<file path="src/rtl/ldm_stm_seq_pkg.sv">
// Shared definitions for the block-transfer sequencer and the address stage.
// Holds the FSM encoding, the {P,U,W} bit positions and the per-beat byte step.
package ldm_stm_seq_pkg;

    typedef enum logic [1:0] {
        ST_IDLE = 2'd0,
        ST_XFER = 2'd1,
        ST_DONE = 2'd2
    } state_t;

    localparam int FUNC_W     = 3;
    localparam int FUNC_P_BIT = 2;
    localparam int FUNC_U_BIT = 1;
    localparam int FUNC_W_BIT = 0;

    localparam int STEP_BYTES = 4;

endpackage

</file>
<file path="src/rtl/ldm_stm_seq_prio_enc.sv">
// Priority encoder over the pending register list: returns the lowest set
// index when i_up=1 and the highest set index when i_up=0.
module prio_enc #(
    parameter int N  = 16,
    parameter int IW = (N > 1) ? $clog2(N) : 1
) (
    input  logic [N-1:0]  i_list,
    input  logic          i_up,
    output logic [IW-1:0] o_idx,
    output logic          o_any
);

    // Scan order chosen so the last matching assignment is the wanted end of the list.
    always_comb begin
        o_idx = '0;
        o_any = |i_list;
        if (i_up) begin
            for (int i = N - 1; i >= 0; i--) begin
                if (i_list[i]) begin
                    o_idx = IW'(i);
                end else begin
                    o_idx = o_idx;
                end
            end
        end else begin
            for (int i = 0; i < N; i++) begin
                if (i_list[i]) begin
                    o_idx = IW'(i);
                end else begin
                    o_idx = o_idx;
                end
            end
        end
    end

endmodule

</file>
<file path="src/rtl/ldm_stm_seq.sv">
// LDM/STM block-transfer sequencer: walks a register bitmap one beat at a time,
// stepping the running base and issuing a final base writeback.
module ldm_stm_seq
    import ldm_stm_seq_pkg::*;
#(
    parameter int  ADDR_W = 32,
    parameter int  NREG   = 16,
    localparam int IDX_W  = (NREG > 1) ? $clog2(NREG) : 1,
    localparam int CNT_W  = $clog2(NREG + 1)
) (
    input  logic                clk_in,
    input  logic                reset_in,
    input  logic                start_in,
    input  logic [NREG-1:0]     reg_list_in,
    input  logic [ADDR_W-1:0]   base_addr_in,
    input  logic [FUNC_W-1:0]   func_in,
    input  logic                load_in,
    input  logic                mem_ready_in,
    output logic                busy_out,
    output logic                ctrl_ldm_stm_start_S3_out,
    output logic [ADDR_W-1:0]   base_addr_out,
    output logic [FUNC_W-1:0]   func_out,
    output logic                load_out,
    output logic [IDX_W-1:0]    reg_idx_out,
    output logic                last_out,
    output logic                wb_en_out,
    output logic [ADDR_W-1:0]   wb_data_out,
    output logic                done_out
);

    state_t              r_state;
    logic                r_busy;
    logic [NREG-1:0]     r_pending;
    logic [ADDR_W-1:0]   r_base;
    logic [ADDR_W-1:0]   r_base_cap;
    logic [FUNC_W-1:0]   r_func;
    logic                r_load;
    logic [CNT_W-1:0]    r_popcnt;
    logic [IDX_W-1:0]    r_idx;
    logic                r_last;
    logic                r_valid;
    logic                r_wb_en;
    logic [ADDR_W-1:0]   r_wb_data;
    logic                r_done;

    state_t              w_state_nxt;
    logic [NREG-1:0]     w_pending_nxt;
    logic [ADDR_W-1:0]   w_base_nxt;
    logic [ADDR_W-1:0]   w_base_cap_nxt;
    logic [FUNC_W-1:0]   w_func_nxt;
    logic                w_load_nxt;
    logic [CNT_W-1:0]    w_popcnt_nxt;
    logic [IDX_W-1:0]    w_idx_nxt;
    logic                w_last_nxt;
    logic                w_valid_nxt;
    logic                w_wb_en_nxt;
    logic [ADDR_W-1:0]   w_wb_data_nxt;
    logic                w_done_nxt;

    logic [CNT_W-1:0]    w_list_pop;
    logic [NREG-1:0]     w_pending_clr;
    logic [NREG-1:0]     w_enc_src;
    logic                w_enc_up;
    logic [IDX_W-1:0]    w_enc_idx;
    logic                w_enc_any;
    logic                w_enc_onehot;
    logic [ADDR_W-1:0]   w_base_step;
    logic [ADDR_W-1:0]   w_wb_val;
    logic [ADDR_W-1:0]   w_span;

    // Count of requested registers, taken once at capture.
    always_comb begin
        w_list_pop = '0;
        for (int i = 0; i < NREG; i++) begin
            w_list_pop = w_list_pop + CNT_W'(reg_list_in[i]);
        end
    end

    // The encoder sees the incoming list at capture, otherwise the list minus the beat in flight.
    assign w_pending_clr = r_pending & ~(NREG'(1) << r_idx);
    assign w_enc_src     = (r_state == ST_IDLE) ? reg_list_in : w_pending_clr;
    assign w_enc_up      = (r_state == ST_IDLE) ? func_in[FUNC_U_BIT] : r_func[FUNC_U_BIT];
    assign w_enc_onehot  = w_enc_any && ((w_enc_src & (w_enc_src - NREG'(1))) == '0);

    prio_enc #(
        .N  (NREG),
        .IW (IDX_W)
    ) u_prio_enc (
        .i_list (w_enc_src),
        .i_up   (w_enc_up),
        .o_idx  (w_enc_idx),
        .o_any  (w_enc_any)
    );

    assign w_base_step = r_func[FUNC_U_BIT] ? (r_base + ADDR_W'(STEP_BYTES))
                                            : (r_base - ADDR_W'(STEP_BYTES));
    assign w_span      = ADDR_W'(r_popcnt) * ADDR_W'(STEP_BYTES);
    assign w_wb_val    = r_func[FUNC_U_BIT] ? (r_base_cap + w_span) : (r_base_cap - w_span);

    // Next-state and next-output selection; mem_ready_in only feeds this path.
    always_comb begin
        w_state_nxt    = r_state;
        w_pending_nxt  = r_pending;
        w_base_nxt     = r_base;
        w_base_cap_nxt = r_base_cap;
        w_func_nxt     = r_func;
        w_load_nxt     = r_load;
        w_popcnt_nxt   = r_popcnt;
        w_idx_nxt      = r_idx;
        w_last_nxt     = r_last;
        w_valid_nxt    = r_valid;
        w_wb_en_nxt    = 1'b0;
        w_wb_data_nxt  = r_wb_data;
        w_done_nxt     = 1'b0;
        case (r_state)
            ST_IDLE: begin
                if (start_in) begin
                    w_pending_nxt  = reg_list_in;
                    w_base_nxt     = base_addr_in;
                    w_base_cap_nxt = base_addr_in;
                    w_func_nxt     = func_in;
                    w_load_nxt     = load_in;
                    w_popcnt_nxt   = w_list_pop;
                    if (w_enc_any) begin
                        w_state_nxt = ST_XFER;
                        w_valid_nxt = 1'b1;
                        w_idx_nxt   = w_enc_idx;
                        w_last_nxt  = w_enc_onehot;
                    end else begin
                        w_state_nxt = ST_DONE;
                        w_valid_nxt = 1'b0;
                        w_last_nxt  = 1'b0;
                        w_done_nxt  = 1'b1;
                    end
                end else begin
                    w_state_nxt = ST_IDLE;
                end
            end
            ST_XFER: begin
                if (mem_ready_in) begin
                    w_pending_nxt = w_pending_clr;
                    w_base_nxt    = w_base_step;
                    if (r_last) begin
                        w_state_nxt   = ST_DONE;
                        w_valid_nxt   = 1'b0;
                        w_last_nxt    = 1'b0;
                        w_done_nxt    = 1'b1;
                        w_wb_en_nxt   = r_func[FUNC_W_BIT];
                        w_wb_data_nxt = r_func[FUNC_W_BIT] ? w_wb_val : r_wb_data;
                    end else begin
                        w_idx_nxt  = w_enc_idx;
                        w_last_nxt = w_enc_onehot;
                    end
                end else begin
                    w_state_nxt = ST_XFER;
                end
            end
            ST_DONE: begin
                w_state_nxt = ST_IDLE;
            end
            default: begin
                w_state_nxt   = ST_IDLE;
                w_valid_nxt   = 1'b0;
                w_last_nxt    = 1'b0;
                w_pending_nxt = '0;
            end
        endcase
    end

    // State and output registers; reset aborts any transfer without pulses.
    always_ff @(posedge clk_in or posedge reset_in) begin
        if (reset_in) begin
            r_state    <= ST_IDLE;
            r_busy     <= 1'b0;
            r_pending  <= '0;
            r_base     <= '0;
            r_base_cap <= '0;
            r_func     <= '0;
            r_load     <= 1'b0;
            r_popcnt   <= '0;
            r_idx      <= '0;
            r_last     <= 1'b0;
            r_valid    <= 1'b0;
            r_wb_en    <= 1'b0;
            r_wb_data  <= '0;
            r_done     <= 1'b0;
        end else begin
            r_state    <= w_state_nxt;
            r_busy     <= (w_state_nxt != ST_IDLE);
            r_pending  <= w_pending_nxt;
            r_base     <= w_base_nxt;
            r_base_cap <= w_base_cap_nxt;
            r_func     <= w_func_nxt;
            r_load     <= w_load_nxt;
            r_popcnt   <= w_popcnt_nxt;
            r_idx      <= w_idx_nxt;
            r_last     <= w_last_nxt;
            r_valid    <= w_valid_nxt;
            r_wb_en    <= w_wb_en_nxt;
            r_wb_data  <= w_wb_data_nxt;
            r_done     <= w_done_nxt;
        end
    end

    assign busy_out                  = r_busy;
    assign ctrl_ldm_stm_start_S3_out = r_valid;
    assign base_addr_out             = r_base;
    assign func_out                  = r_func;
    assign load_out                  = r_load;
    assign reg_idx_out               = r_idx;
    assign last_out                  = r_last;
    assign wb_en_out                 = r_wb_en;
    assign wb_data_out               = r_wb_data;
    assign done_out                  = r_done;

endmodule

</file>
<file path="config.mk">
export PLATFORM = sky130hd
export DESIGN_NAME = ldm_stm_seq
export DESIGN_NICKNAME = d
export VERILOG_FILES = /design/src/rtl/ldm_stm_seq_pkg.sv /design/src/rtl/ldm_stm_seq_prio_enc.sv /design/src/rtl/ldm_stm_seq.sv
export SDC_FILE = /design/constraint.sdc
export NUM_CORES = 1
export LEC_CHECK = 0
export CORE_ASPECT_RATIO = 0.7
export CORE_UTILIZATION = 55
export CTS_CLUSTER_DIAMETER = 40
export DETAILED_ROUTE_END_ITERATION = 8
export PLACE_DENSITY = 0.8
export SETUP_SLACK_MARGIN = 0.15
export SLEW_MARGIN = 20
export SYNTH_ARGS = -nofsm -noshare
export SYNTH_HDL_FRONTEND = slang
export SYNTH_SLANG_ARGS = --single-unit
</file>
<file path="constraint.sdc">
create_clock -name clk_in -period 7.4 [get_ports clk_in]
set_input_delay 1.48 -clock clk_in [delete_from_list [all_inputs] [get_ports clk_in]]
set_output_delay 1.48 -clock clk_in [all_outputs]
set_load 0.01 [all_outputs]
</file>
==> results of run 1 <==
-- worst reg2reg max path, stage by stage (launching register included) --
cell and delay, ns:
dfrtp_1 0.50, inv_1 0.09, ha_1 0.22, nor3b_1 0.16
a21oi_1 0.71, ha_1 0.32, and4_1 0.29, o21ai_1 0.13
nor3_1 0.30, a21oi_1 0.18, o31ai_2 0.45, a21oi_1 0.15
or4b_1 0.51, nand3_1 0.08
-- state kept, by name, summed over array words and instances, names as in the netlist, 2 cells and up --
register	count
base_addr_out	32
r_base_cap	32
wb_data_out	32
r_pending	16
r_popcnt	5
reg_idx_out	4
func_out	3
r_state	2
-- cell families after synthesis --
group | count (synthesis)
mux | 16
xor+xnor | 50
flops | 132
simple gates | 412
fa+ha+maj | 76
buf+inv | 86
compound gates | 356
-- layout make-up --
type                    count  area (um^2)
fillers                  1333         5050
clock buffers              18          429
clock inverters            13          129
well taps                 225          282
flip-flops and latches    132         3300
repair buffers            144         1410
inverters                  43          166
multi-input cells         910         5680
-- metal layers --
layer  part of all wire [%]  wire length, um  global-route usage, %  vias to the layer above
met5                      0                0                      0                        -
li1                       -                -                      -                     4239
met2                     43            12000                   49.0                      372
met1                     47            13200                   49.5                     4234
met3                    7.9             2210                   6.68                       46
met4                    1.8              512                   9.13                        0
-- cells in the mapped netlist (all sizes together), types with 5 or more instances --
cell / instances
mux2i: 11
and3: 8
dfrtp: 132
o21a: 5
buf: 11
nand2b: 10
o211ai: 11
xor2: 20
nand2: 230
a22o: 7
a21o: 28
mux2: 5
nor2b: 8
a21oi: 93
o21ai: 126
nand4: 7
a31oi: 23
nor3b: 5
inv: 43
a211oi: 8
ha: 64
clkbuf: 32
o31ai: 6
and2: 5
fa: 12
nand3: 22
xnor2: 30
nor3: 19
nor2: 78
o21bai: 12
-- how the worst max path moves through the flow --
stage / startpoint / to / slack (ns) / depth (start not counted)
2_1_floorplan: reset_in / base_addr_out[0] / 2.39 / 1
3_3_place_gp: reg_list_in[11] / r_popcnt[4] / 2.27 / 15
3_5_place_dp: reg_list_in[0] / r_popcnt[4] / 2.21 / 13
4_1_cts: reg_list_in[0] / r_popcnt[4] / 2.63 / 13
5_1_grt: reg_list_in[11] / r_popcnt[4] / 2.42 / 15
6_report: reg_list_in[11] / r_popcnt[4] / 2.63 / 15
-- power by group --
group | leakage, nW | switching, mW | internal [mW]
Combinational | 3.25 | 2.58 | 1.91
Clock | 0.261 | 0.355 | 0.465
Sequential | 1.68 | 0.309 | 1.03
Total | 5.19 | 3.25 | 3.40
==> results by group, run 1 <==
Global routing
  • GRT Residual Overflow: 0
  • Initial antenna violation count: 0
  • Gr usage total: 33.4%
  • Largest net degree at the start of global routing: 68
  • First-pass GRT wire length: 45200 um
  • Number of global-route vias before repair: 8333

CTS
  • Post_cts resized: 0
  • # Post-CTS Setup Buffers: 0
  • CTS Sinks: 132
  • H-tree depth: 4
  • Longest Clk Path Bufs: 2
  • CTS Buf Count: 17
  • Clk slew on worst S/H paths: 0.06 ns
  • Root buffer cell: clkbuf_16
  • TritonCTS clock tree: yes
  • Post-CTS Hold Buffers: 0
  • Clk Latency, worst-skew pair: 0.43 ns

Finish
  • Layout Nets: 1380
  • N_diodes: 0
  • Finished Layout Cells: 1485
  • Share of layout cells above drive strength 1: 5.48%
  • Layout area overhead: 21.9%
  • Commonest cells after routing, fill and taps aside: 229 x nand2_1, 132 x dfrtp_1, 132 x clkdlybuf4s50_1
  • Final Cell Area: 11400 um^2
  • Most common cell after layout, fill and taps aside: nand2_1
  • Final Util: 69.3%

Synthesis
  • Seq/Total Area, Yosys: 35.3%
  • Synthesis Warnings: 0
  • Largest family of logic cells by synthesized area: compound AO/OA/AOI/OAI gates
  • Post-Syn Area: 9350 um^2
  • Compound-gate portion of the synthesized area: 23.5%
  • Post-synth top flop: dfrtp_1
  • Mux cell area share after synthesis: 1.91%
  • Simple-gate share of the synthesized area: 19.4%
  • Register bit total from synthesis: 132
  • Post-Synth Adder-Cell Area: 11.1%
  • Post-synth top area share: 35.3%
  • Mean Syn Cell Area: 8.29 um^2
  • Post-synth EDFFs: 0
  • Async set-reset flop share out of synthesis: 100%
  • Largest cells by area after synthesis: dfrtp_1 35%, nand2_1 9.2%, ha_1 8.6%
  • Synthesized-area fraction occupied by xor and xnor cells: 4.68%
  • Gate Count Post-Synth: 1128
  • Post-synthesis cell type count: 81
  • Post-synth top area cell: dfrtp_1
  • Syn Nets: 1260

Floorplanning
  • Core area: 16400 um^2
  • Chip width: 158 um
  • IO Count: 133
  • Placement row count: 39
  • Die Height: 111 um
  • Die Footprint: 17500 um^2
  • Initial Util: 56.9%

Worst setup path
  • Reg2reg path depth: 13
  • CP Buf/Inv Count: 6
  • CP delay by family, top: adder cells
  • CP cell instances: clkdlybuf4s50_1 -> fa_1 -> inv_1 -> fa_1 -> inv_1 -> fa_1 -> inv_1 -> fa_1 -> inv_1 -> ha_1 -> inv_1 -> fa_1 -> nor2b_1 -> o211ai_1 -> o21ai_0
  • FF-to-FF setup slack: 3.24 ns
  • Data arrival, critical path: 5.12 ns
  • Req. time, crit path: 7.75 ns
  • Crit-path max cell delay: 0.56 ns
  • Slowest-stage cell, CP: fa_1
  • Worst r2r src: r_popcnt[0]
  • Setup crit start kind: input pin
  • Endpoint class of the critical path: flop
  • Capturing point of the worst reg2reg path: wb_data_out[28]
  • CP Max Fanout: 4
  • Critical path class: input pin to flop

STA
  • Setup TNS: 0 ns
  • Actual slew at the worst max-slew pin: 0.950 ns
  • RSZ-0062 raised after global routing: no
  • Fin Hold WS: 0.471 ns
  • Worst slew margin: 36.5%
  • Fin worst setup slack: 2.63 ns
  • Fin crit share: 64.4%
  • Final Slew Violations: 0
  • Final Setup Violations: 0
  • Setup Skew: 0.00914 ns
  • Final Hold Fails: 0
  • Fin crit period: 4.77 ns
  • Fmax: 0.210 GHz

Placement
  • Placed cell area: 10800 um^2
  • Port buffer count: 132
  • Placed insts: 1454
  • GPL Wtd Cong: 0.950
  • Worst slack, placed: 2.21 ns
  • DPL Wire Length: 20400 um

Run
  • Max-cap violations: 0

Power
  • Leak: 5.19 nW
  • Max VDD drop: 0.343 mV
  • Pwr Density: 583 nW/um^2
  • Final Total Pwr: 6.65 mW

Detailed routing
  • ANT nets after route: 0
  • Total number of vias: 8891
  • DRC violations left: 0
  • 1st-iter DRT viols: 867
  • Final WL: 27900 um
  • Vias/cell: 5.99
  • WL per Instance: 18.8 um
  • Pre-Repair DR Iteration Count: 5

Min path
  • Worst Hold Class: flop to flop
  • Hold path cells: 2
  • Worst Hold End: wb_data_out[0]
  • HP Start: r_base_cap[0]

Outcome
  • Status: complete, no violations
No activity file was read; power rests on OpenSTA's default activity.
==> run 2, diff against run 1 <==
Clock period 7.4 ns to 4.5 ns, I/O delays scaled along.
==> results by group, run 2 (same netlist as run 1, synthesis figures left out) <==
Worst setup path
  • CP Capture Point: r_popcnt[2] (was r_popcnt[4])
  • Critical path origin: reg_list_in[0] (was reg_list_in[11])
  • Critical path class: input pin to flop (unchanged)
  • Req. time, crit path: 4.79 ns (was 7.75 ns)
  • Reg2reg path depth: 13 (unchanged)
  • Capturing point of the worst reg2reg path: wb_data_out[28] (unchanged)
  • Data arrival, critical path: 4.39 ns (was 5.12 ns)
  • Setup crit start kind: input pin (unchanged)
  • FF-to-FF setup slack: 0.48 ns (was 3.24 ns)
  • Worst r2r src: r_popcnt[0] (unchanged)
  • CP Max Fanout: 2 (was 4)
  • Endpoint class of the critical path: flop (unchanged)

STA
  • Final Setup Violations: 0 (unchanged)
  • Setup Skew: 0.0112 ns (was 0.00914 ns)
  • RSZ-0062 raised after global routing: no (unchanged)
  • Fmax: 0.244 GHz
  • Fin crit share: 91.1%
  • Setup TNS: 0 ns (unchanged)
  • Worst slew margin: 33.6% (was 36.5%)
  • Final Hold Fails: 0 (unchanged)
  • Fin Hold WS: 0.476 ns (was 0.471 ns)
  • Final Slew Violations: 0 (unchanged)
  • Fin crit period: 4.10 ns
  • Actual slew at the worst max-slew pin: 0.993 ns (was 0.950 ns)

CTS
  • Clk slew on worst S/H paths: 0.06 ns (about the same)
  • Clk Latency, worst-skew pair: 0.43 ns (about the same)
  • H-tree depth: 4 (unchanged)
  • Root buffer cell: clkbuf_16 (unchanged)
  • CTS Sinks: 132 (unchanged)
  • Longest Clk Path Bufs: 2 (unchanged)
  • Post-CTS Hold Buffers: 0 (unchanged)
  • Post_cts resized: 0 (unchanged)
  • # Post-CTS Setup Buffers: 0 (unchanged)
  • CTS Buf Count: 17 (unchanged)
  • TritonCTS clock tree: yes (unchanged)

Finish
  • Share of layout cells above drive strength 1: 6.67% (was 5.48%)
  • Layout area overhead: 23.7% (was 21.9%)
  • Most common cell after layout, fill and taps aside: nand2_1 (unchanged)
  • Layout Nets: 1394 (was 1380)
  • Commonest cells after routing, fill and taps aside: 229 x nand2_1, 132 x dfrtp_1, 132 x clkdlybuf4s50_1 (unchanged)
  • N_diodes: 0 (unchanged)

Power
  • Pwr Density: 962 nW/um^2 (was 583 nW/um^2)
  • Max VDD drop: 0.548 mV (was 0.343 mV)
  • Final Total Pwr: 11.1 mW (was 6.65 mW)
  • Leak: 5.30 nW (was 5.19 nW)

Detailed routing
  • DRC violations left: 0 (unchanged)
  • ANT nets after route: 0 (unchanged)
  • Final WL: 28500 um (was 27900 um)
  • Total number of vias: 9071 (was 8891)
  • 1st-iter DRT viols: 842 (was 867)
  • Pre-Repair DR Iteration Count: 5 (unchanged)
  • Vias/cell: 6.05 (was 5.99)
  • WL per Instance: 19.0 um (was 18.8 um)

Global routing
  • Number of global-route vias before repair: 8528 (was 8333)
  • First-pass GRT wire length: 45700 um (was 45200 um)
  • GRT Residual Overflow: 0 (unchanged)
  • Gr usage total: 33.8% (was 33.4%)
  • Initial antenna violation count: 2 (was 0)
  • Largest net degree at the start of global routing: 60 (was 68)

Outcome
  • Status: complete, no violations (unchanged)

Floorplanning
  • Core area: 16400 um^2 (unchanged)
  • Initial Util: 56.9% (unchanged)
  • IO Count: 133 (unchanged)
  • Chip width: 158 um (unchanged)
  • Die Height: 111 um (unchanged)
  • Die Footprint: 17500 um^2 (unchanged)
  • Placement row count: 39 (unchanged)

Placement
  • DPL Wire Length: 21200 um (was 20400 um)
  • Port buffer count: 132 (unchanged)
  • GPL Wtd Cong: 0.962 (was 0.950)

Min path
  • Worst Hold Class: flop to flop (unchanged)

Run
  • Max-cap violations: 0 (unchanged)
run 2: worst min-delay path by stage:
stage                     from  cells after the start  slack (ns)              end
3_3_place_gp     r_base_cap[1]                      2        0.45   wb_data_out[1]
5_1_grt          r_base_cap[1]                      2        0.50   wb_data_out[1]
2_1_floorplan    r_base_cap[0]                      2        0.44   wb_data_out[0]
3_5_place_dp     r_pending[11]                      2        0.46    r_pending[11]
4_1_cts          r_base_cap[1]                      2        0.48   wb_data_out[1]
6_report       wb_data_out[27]                      2        0.48  wb_data_out[27]
run 2: layout make-up:
class	instances	area, um^2
clock buffers	18	439
fillers	1371	4880
multi-input cells	910	5680
well taps	225	282
clock inverters	14	180
flip-flops and latches	132	3300
inverters	43	165
repair buffers	158	1520
run 2: where the power goes:
part	internal, mW	switching, mW	leakage, nW
clock network	0.862	0.626	0.308
registers	1.69	0.557	1.68
logic	3.16	4.23	3.31
run 2: metrics by stage:
stage / std cells / setup slack, ns / util (%) / area, um^2
after global placement: 1468 / 0.00211 / 66.6 / 10900
after global routing: 1500 / 0.236 / 70.3 / 11600
after detailed placement: 1468 / -0.0728 / 66.6 / 10900
final: 1500 / 0.401 / 70.3 / 11600
after floorplan: 1128 / 0.628 / - / 9350
after CTS: 1500 / 0.379 / 70.3 / 11600
run 2: worst max-delay path: stages:
cell             delay (ns)
clkdlybuf4s50_1        0.45
fa_1                   0.62
fa_1                   0.46
fa_1                   0.51
inv_1                  0.05
fa_1                   0.43
inv_1                  0.08
ha_1                   0.17
inv_1                  0.06
fa_1                   0.40
xor2_1                 0.16
o21ai_0                0.09
run 2: routing by layer:
layer  wire, um  track usage [%]
met1      12600             48.5
met2      12000             48.7
met3       3130             9.27
met4        784             11.5
met5         13                0
==> run 3, diff against run 2 <==
Settings changed: ABC_AREA set to 0.
==> results of run 3 <==
Same layout as run 2: the final DEF is identical, and so are final timing and power.
